<file path="config.mk">
export PLATFORM = sky130hd
export DESIGN_NAME = obi_hwpe_ctrl_cut_flat
export DESIGN_NICKNAME = d
export VERILOG_FILES = /design/src/rtl/obi_hwpe_ctrl_cut_if.sv /design/src/rtl/obi_hwpe_ctrl_cut.sv /design/src/flat_wrapper.sv
export SDC_FILE = /design/constraint.sdc
export NUM_CORES = 1
export LEC_CHECK = 0
export ABC_AREA = 1
export CAP_MARGIN = 10
export CORE_MARGIN = 8
export CORE_UTILIZATION = 43
export DETAILED_ROUTE_END_ITERATION = 10
export GPL_ROUTABILITY_DRIVEN = 0
export PLACE_DENSITY = 0.81
export SLEW_MARGIN = 20
export SYNTH_ARGS = -nofsm -noshare
export SYNTH_HDL_FRONTEND = slang
export SYNTH_SLANG_ARGS = --single-unit
</file>
<file path="constraint.sdc">
create_clock -name clk_i -period 4.2 [get_ports clk_i]
set_clock_uncertainty 0.05 [all_clocks]
set_input_delay 0.42 -clock clk_i [delete_from_list [all_inputs] [get_ports clk_i]]
set_output_delay 0.42 -clock clk_i [all_outputs]
set_load 0.02 [all_outputs]
</file>
<file path="src/rtl/obi_hwpe_ctrl_cut_if.sv">
// OBI data-port bundle (request channel plus response channel) used on both sides of the cut.
interface obi_hwpe_ctrl_cut_if ();
  logic        req;
  logic        gnt;
  logic [31:0] addr;
  logic [31:0] wdata;
  logic [3:0]  be;
  logic        we;
  logic        rvalid;
  logic [31:0] rdata;
  logic        err;

  modport master (
    output req, addr, wdata, be, we,
    input  gnt, rvalid, rdata, err
  );

  modport slave (
    input  req, addr, wdata, be, we,
    output gnt, rvalid, rdata, err
  );
endinterface

</file>
<file path="src/rtl/obi_hwpe_ctrl_cut.sv">
// Registered OBI cut in front of the RedMulE control slave: one request register, one response
// register, an in-flight cap, and a timeout that answers hung accesses with an error.
module obi_hwpe_ctrl_cut #(
  parameter int unsigned MaxOutstanding = 4,
  parameter int unsigned TimeoutCycles  = 1024,
  parameter logic [31:0] ErrRdata       = 32'hBADC_AB1E
) (
  input  logic                       clk_i,
  input  logic                       rst_i,
  obi_hwpe_ctrl_cut_if.slave         obi_core,
  obi_hwpe_ctrl_cut_if.master        obi_hwpe,
  output logic                       timeout_o,
  output logic                       busy_o
);

  localparam int unsigned CntW    = $clog2(MaxOutstanding + 1);
  localparam int unsigned TmoW    = (TimeoutCycles > 2) ? $clog2(TimeoutCycles) : 1;
  localparam logic [CntW-1:0] MaxCnt  = CntW'(MaxOutstanding);
  localparam logic [TmoW-1:0] TmoLast = TmoW'((TimeoutCycles == 0) ? 0 : TimeoutCycles - 1);
  localparam bit TmoEn = (TimeoutCycles != 0);

  typedef enum logic {StEmpty, StFull} a_state_e;

  a_state_e        a_state_q, a_state_d;
  logic [31:0]     addr_q, addr_d, wdata_q, wdata_d, rdata_q, rdata_d;
  logic [3:0]      be_q, be_d;
  logic            we_q, we_d, rvalid_q, rvalid_d, err_q, err_d, timeout_q, timeout_d;
  logic [CntW-1:0] out_q, out_d, drop_q, drop_d, live;
  logic [TmoW-1:0] tmo_q, tmo_d;
  logic            a_valid, gnt, fwd, expire, withdraw;

  always_comb begin
    a_valid = (a_state_q == StFull);
    gnt     = obi_core.req & (~a_valid | obi_hwpe.gnt) & (out_q < MaxCnt) & ~rst_i;
    fwd     = obi_hwpe.rvalid & (drop_q == '0);
    // Transactions still waiting for an answer; one sitting in rvalid_q is already answered.
    live    = out_q - CntW'(rvalid_q);
    expire  = TmoEn & (live != '0) & (tmo_q == TmoLast) & ~fwd;
    // The oldest unanswered access never left the register: pull it back, nothing to drop later.
    withdraw = expire & a_valid & ~obi_hwpe.gnt & (live == CntW'(1));
  end

  always_comb begin
    a_state_d = a_state_q;
    addr_d    = addr_q;
    wdata_d   = wdata_q;
    be_d      = be_q;
    we_d      = we_q;
    unique case (a_state_q)
      StEmpty: if (gnt) a_state_d = StFull;
      StFull:  if (!gnt && (obi_hwpe.gnt || withdraw)) a_state_d = StEmpty;
      default: a_state_d = StEmpty;
    endcase
    if (gnt) begin
      addr_d  = obi_core.addr;
      wdata_d = obi_core.wdata;
      be_d    = obi_core.be;
      we_d    = obi_core.we;
    end
  end

  always_comb begin
    out_d = out_q;
    if (gnt && !rvalid_q)      out_d = out_q + CntW'(1);
    else if (!gnt && rvalid_q) out_d = out_q - CntW'(1);

    drop_d = drop_q;
    if (obi_hwpe.rvalid && drop_q != '0)             drop_d = drop_d - CntW'(1);
    if (expire && !withdraw && drop_d < MaxCnt)      drop_d = drop_d + CntW'(1);

    if (out_q == '0 || fwd || expire) tmo_d = '0;
    else                              tmo_d = tmo_q + TmoW'(1);

    rvalid_d  = fwd | expire;
    timeout_d = expire;
    rdata_d   = rdata_q;
    err_d     = err_q;
    if (fwd) begin
      rdata_d = obi_hwpe.rdata;
      err_d   = obi_hwpe.err;
    end else if (expire) begin
      rdata_d = ErrRdata;
      err_d   = 1'b1;
    end
  end

  always_ff @(posedge clk_i or posedge rst_i) begin
    if (rst_i) begin
      a_state_q <= StEmpty;
      addr_q    <= '0;
      wdata_q   <= '0;
      be_q      <= '0;
      we_q      <= 1'b0;
      out_q     <= '0;
      drop_q    <= '0;
      tmo_q     <= '0;
      rvalid_q  <= 1'b0;
      rdata_q   <= '0;
      err_q     <= 1'b0;
      timeout_q <= 1'b0;
    end else begin
      a_state_q <= a_state_d;
      addr_q    <= addr_d;
      wdata_q   <= wdata_d;
      be_q      <= be_d;
      we_q      <= we_d;
      out_q     <= out_d;
      drop_q    <= drop_d;
      tmo_q     <= tmo_d;
      rvalid_q  <= rvalid_d;
      rdata_q   <= rdata_d;
      err_q     <= err_d;
      timeout_q <= timeout_d;
    end
  end

  assign obi_core.gnt    = gnt;
  assign obi_core.rvalid = rvalid_q;
  assign obi_core.rdata  = rdata_q;
  assign obi_core.err    = err_q;
  assign obi_hwpe.req    = a_valid;
  assign obi_hwpe.addr   = addr_q;
  assign obi_hwpe.wdata  = wdata_q;
  assign obi_hwpe.be     = be_q;
  assign obi_hwpe.we     = we_q;
  assign timeout_o       = timeout_q;
  assign busy_o          = (out_q != '0);

endmodule

</file>
<file path="src/flat_wrapper.sv">
// flat-port wrapper written by rule: the top's interface ports become plain ports
module obi_hwpe_ctrl_cut_flat 
#(
  parameter int unsigned MaxOutstanding = 4,
  parameter int unsigned TimeoutCycles  = 1024,
  parameter logic [31:0] ErrRdata       = 32'hBADC_AB1E
)
  (clk_i, rst_i, timeout_o, busy_o, obi_core_req, obi_core_addr, obi_core_wdata, obi_core_be, obi_core_we, obi_core_gnt, obi_core_rvalid, obi_core_rdata, obi_core_err, obi_hwpe_req, obi_hwpe_addr, obi_hwpe_wdata, obi_hwpe_be, obi_hwpe_we, obi_hwpe_gnt, obi_hwpe_rvalid, obi_hwpe_rdata, obi_hwpe_err);
  obi_hwpe_ctrl_cut_if obi_core_i ();
  obi_hwpe_ctrl_cut_if obi_hwpe_i ();
  input  logic clk_i;
  input  logic rst_i;
  output logic timeout_o;
  output logic busy_o;
  input wire logic [$bits(obi_core_i.req)-1:0] obi_core_req;
  input wire logic [$bits(obi_core_i.addr)-1:0] obi_core_addr;
  input wire logic [$bits(obi_core_i.wdata)-1:0] obi_core_wdata;
  input wire logic [$bits(obi_core_i.be)-1:0] obi_core_be;
  input wire logic [$bits(obi_core_i.we)-1:0] obi_core_we;
  output wire logic [$bits(obi_core_i.gnt)-1:0] obi_core_gnt;
  output wire logic [$bits(obi_core_i.rvalid)-1:0] obi_core_rvalid;
  output wire logic [$bits(obi_core_i.rdata)-1:0] obi_core_rdata;
  output wire logic [$bits(obi_core_i.err)-1:0] obi_core_err;
  output wire logic [$bits(obi_hwpe_i.req)-1:0] obi_hwpe_req;
  output wire logic [$bits(obi_hwpe_i.addr)-1:0] obi_hwpe_addr;
  output wire logic [$bits(obi_hwpe_i.wdata)-1:0] obi_hwpe_wdata;
  output wire logic [$bits(obi_hwpe_i.be)-1:0] obi_hwpe_be;
  output wire logic [$bits(obi_hwpe_i.we)-1:0] obi_hwpe_we;
  input wire logic [$bits(obi_hwpe_i.gnt)-1:0] obi_hwpe_gnt;
  input wire logic [$bits(obi_hwpe_i.rvalid)-1:0] obi_hwpe_rvalid;
  input wire logic [$bits(obi_hwpe_i.rdata)-1:0] obi_hwpe_rdata;
  input wire logic [$bits(obi_hwpe_i.err)-1:0] obi_hwpe_err;
  assign obi_core_i.req = obi_core_req;
  assign obi_core_i.addr = obi_core_addr;
  assign obi_core_i.wdata = obi_core_wdata;
  assign obi_core_i.be = obi_core_be;
  assign obi_core_i.we = obi_core_we;
  assign obi_core_gnt = obi_core_i.gnt;
  assign obi_core_rvalid = obi_core_i.rvalid;
  assign obi_core_rdata = obi_core_i.rdata;
  assign obi_core_err = obi_core_i.err;
  assign obi_hwpe_req = obi_hwpe_i.req;
  assign obi_hwpe_addr = obi_hwpe_i.addr;
  assign obi_hwpe_wdata = obi_hwpe_i.wdata;
  assign obi_hwpe_be = obi_hwpe_i.be;
  assign obi_hwpe_we = obi_hwpe_i.we;
  assign obi_hwpe_i.gnt = obi_hwpe_gnt;
  assign obi_hwpe_i.rvalid = obi_hwpe_rvalid;
  assign obi_hwpe_i.rdata = obi_hwpe_rdata;
  assign obi_hwpe_i.err = obi_hwpe_err;
  obi_hwpe_ctrl_cut #(.MaxOutstanding(MaxOutstanding), .TimeoutCycles(TimeoutCycles), .ErrRdata(ErrRdata)) u_core (.clk_i(clk_i), .rst_i(rst_i), .obi_core(obi_core_i), .obi_hwpe(obi_hwpe_i), .timeout_o(timeout_o), .busy_o(busy_o));
endmodule
</file>
==> reports/qor.csv <==
stage,metric,value,unit
status,status,completed,
sta,final period utilization,66.6,%
global_routing,initial antenna violation count,0,
sta,Setup TNS Final,0,ns
sta,Final Hold Fails,0,
routing,Routed WL,15.0,mm
finish,Layout area overhead,54.4,%
min_path,origin of the worst min-delay path,u_core.obi_core.rdata[30]$_DFFE_PP0P_,
sta,slew margin rel.,46.8,%
floorplan,Die ar.,15700,um2
routing,drt pass-1 iters,4,
critical_path,Crit. End Element,output pin,
power_and_ir_drop,Static Leakage,3.89,nW
logic_synthesis,number of synthesized register bits,121,
logic_synthesis,Syn Inst Count,561,
logic_synthesis,Post-Syn Nets,676,
global_routing,vias in the first global route,4813,
critical_path,CP required,3.73,ns
clock_tree,TritonCTS clock tree,done,
flow_run,max-cap viol count,0,
clock_tree,post-CTS sizing,0,
finish,# diodes,0,
logic_synthesis,Yosys warning count,0,
sta,worst hold slack,0.420,ns
floorplan,DIE HEIGHT,125,um
logic_synthesis,"Seq/Total Area, Yosys",59.0,%
critical_path,crit path max fanout,25,
routing,Via density,4.69,
critical_path,"most used cell, CP",clkdlybuf4s50_1,
power_and_ir_drop,Worst VDD drop,0.411,mV
sta,RSZ-0062 raised after global routing,false,
clock_tree,clk root buf,clkbuf_16,
routing,post-DR wirelength/cell,16.1,um
clock_tree,hold_buf cts,0,
sta,slew of the pin with the lowest slew margin,0.798,ns
placed_design,# port buffers,213,
logic_synthesis,average size of a mapped cell,9.15,um2
clock_tree,H-tree depth,4,
critical_path,cells along the critical path,"clkdlybuf4s50_1, nor2_1, o21ai_4, inv_2, clkdlybuf4s50_1",
critical_path,R2R Path Start,u_core.drop_q[0]$_DFF_PP0_,
critical_path,Buf/Inv on CP,3,
logic_synthesis,number of synthesized flops with an enable pin,0,
sta,"Slew Viols, Final",0,
logic_synthesis,Synth top area share,59.0,%
placed_design,Detail Placement HPWL,10.8,mm
clock_tree,Clock Latency Late Sink,0.40,ns
clock_tree,CTS Buf Count,17,
logic_synthesis,Yosys cell types,28,
sta,minimum clock period,2.80,ns
routing,Vias,4391,
critical_path,delay of the slowest critical-path stage,0.73,ns
global_routing,total global routing overflow,0,
critical_path,startpoint type of the worst setup path,input port,
critical_path,CP max-delay cell,clkdlybuf4s50_1,
critical_path,crit path launch,rst_i,
routing,DRT antenna net count,0,
logic_synthesis,post-synth top area cell,dfrtp_1,
clock_tree,CTS Sinks,121,
finish,share of cells above drive strength 1,8.37,%
clock_tree,Post-CTS Repair Setup Buffers,0,
global_routing,all-layer global routing usage,19.2,%
min_path,worst hold path class,flip-flop to flip-flop,
sta,Fmax,358,MHz
critical_path,family with the most delay on the worst path,buffers and inverters,
floorplan,Initial Util,43.5,%
logic_synthesis,synthesized cell area,5130,um2
critical_path,WP data arrival,2.33,ns
routing,initial DRC count,280,
logic_synthesis,synth top area cells,"dfrtp_1 59%, nand2_1 20%, a21oi_4 3.2%",
floorplan,Die Wd,125,um
routing,DRC violations left,0,
logic_synthesis,ys flop type,dfrtp_1,
critical_path,critical path type,input port to output pin,
global_routing,first-pass GRT wire length,24.2,mm
floorplan,core area,11800,um2
clock_tree,"Clk pin slew, worst setup/hold paths",0.05,ns
clock_tree,Clock Path Buffers,2,
finish,nets@finish,891,
power_and_ir_drop,PD cells,784,nW/um2
floorplan,# rows,40,
global_routing,pin count of the biggest net entering global routing,83,
logic_synthesis,"Async S/R FF share, synth",100,%
floorplan,io pins,214,
sta,Final setup viols,0,
[power by group]
group / internal (W) / switching [W]
Clock: 0.000865 / 0.000499
Combinational: 0.00129 / 0.00154
Sequential: 0.00170 / 0.000313
[worst paths after layout]
| kind | to | depth (start not counted) | slack, ns |
|---|---|---|---|
| setup / recovery | obi_core_gnt | 5 | 1.40 |
| hold / removal | u_core.obi_core.rdata[30]$_DFFE_PP0P_ | 2 | 0.42 |
| setup reg to reg | u_core.tmo_q[9]$_DFF_PP0_ | 7 | 1.49 |
| hold reg to reg | u_core.obi_core.rdata[30]$_DFFE_PP0P_ | 2 | 0.42 |
| max in group asynchronous | u_core.obi_hwpe.addr[20]$_DFFE_PP0P_ | 3 | 2.89 |
| min in group asynchronous | u_core.obi_core.rdata[4]$_DFFE_PP0P_ | 2 | 0.50 |
[sequential cells by signal, summed over array words and instances (netlist names)]
signal                  cells
u_core.obi_core.rdata      32
u_core.obi_hwpe.wdata      32
u_core.obi_hwpe.we          1
u_core.obi_core.err         1
u_core.obi_core.rvalid      1
u_core.drop_q               3
u_core.obi_hwpe.req         1
u_core.tmo_q               10
u_core.obi_hwpe.addr       32
u_core.timeout_o            1
u_core.obi_hwpe.be          4
u_core.out_q                3
[routing by layer]
layer	wire length [um]	global-route usage [%]	part of all wire, %
met1	5930	20.5	39
met2	7670	33.4	51
met3	1120	6.93	7.4
met4	329	8.81	2.2
met5	0	0	0
[cell usage after synthesis, types with 2 or more instances]
| cell type | instances |
|---|---|
| nand2_2 | 3 |
| inv_1 | 40 |
| nand3_1 | 10 |
| ha_1 | 7 |
| nor3_1 | 2 |
| buf_2 | 10 |
| clkbuf_1 | 7 |
| a21oi_4 | 10 |
| a21oi_2 | 10 |
| xor2_1 | 6 |
| nor2_4 | 2 |
| nand4_1 | 2 |
| nor2_1 | 37 |
| dfrtp_1 | 121 |
| a21oi_1 | 3 |
| o21ai_0 | 3 |
| inv_2 | 4 |
| xnor2_1 | 3 |
| buf_6 | 2 |
| nor2_8 | 2 |
| nand2_1 | 270 |
[cells in the final DEF (no fill, tap or decap), drive strengths merged]
master         netlist  layout
ha                   7       7
nand2              273     273
o21bai               1       1
bufinv               0       2
nor2                42      42
clkbuf               7      22
xnor2                3       3
xor2                 6       6
clkinvlp             0       1
clkdlybuf4s50        0     213
inv                 44      44
nand4                2       2
fa                   1       1
nand3               12      12
nor3                 2       2
dfrtp              121     121
o21ai                4       4
clkinv               0       7
a21oi               23      23
buf                 13       3
[worst min-delay path, delay by kind of cell, from the launching register on]
kind | cells | cell delay (ns)
DFF | 1 | 0.34
and+or+nand+nor | 2 | 0.10
[through the flow]
step / setup slack (ns) / instances / cell area (um2) / util (%) / total power [W]
finish: 1.40 / 936 / 7930 / 67.1 / 0.00621
floorplan: 0.516 / 561 / 5130 / - / 0.00349
CTS: 1.39 / 936 / 7920 / 67.1 / 0.00628
global route: 1.29 / 936 / 7930 / 67.1 / 0.00657
detailed placement: 1.28 / 904 / 7380 / 62.5 / 0.00487
global placement: 1.37 / 904 / 7380 / 62.5 / 0.00477
[logic make-up after synthesis]
logic type      after synthesis  synth area share (%)
buf+inv                      64                  5.53
compound gates               28                  5.77
fa+ha+maj                     8                  2.10
flops                       121                  59.0
xor+xnor                      9                  1.54
simple gates                331                  26.1
[final cells by class]
cell class / count / area, um2
Fill cell: 965 / 3880
Tap cell: 147 / 184
Clock inverter: 10 / 103
Multi-Input combinational cell: 376 / 1830
Timing Repair Buffer: 216 / 2170
Sequential cell: 121 / 3030
Clock buffer: 22 / 444
Inverter: 44 / 170
Power figures use the tool's default switching activity.
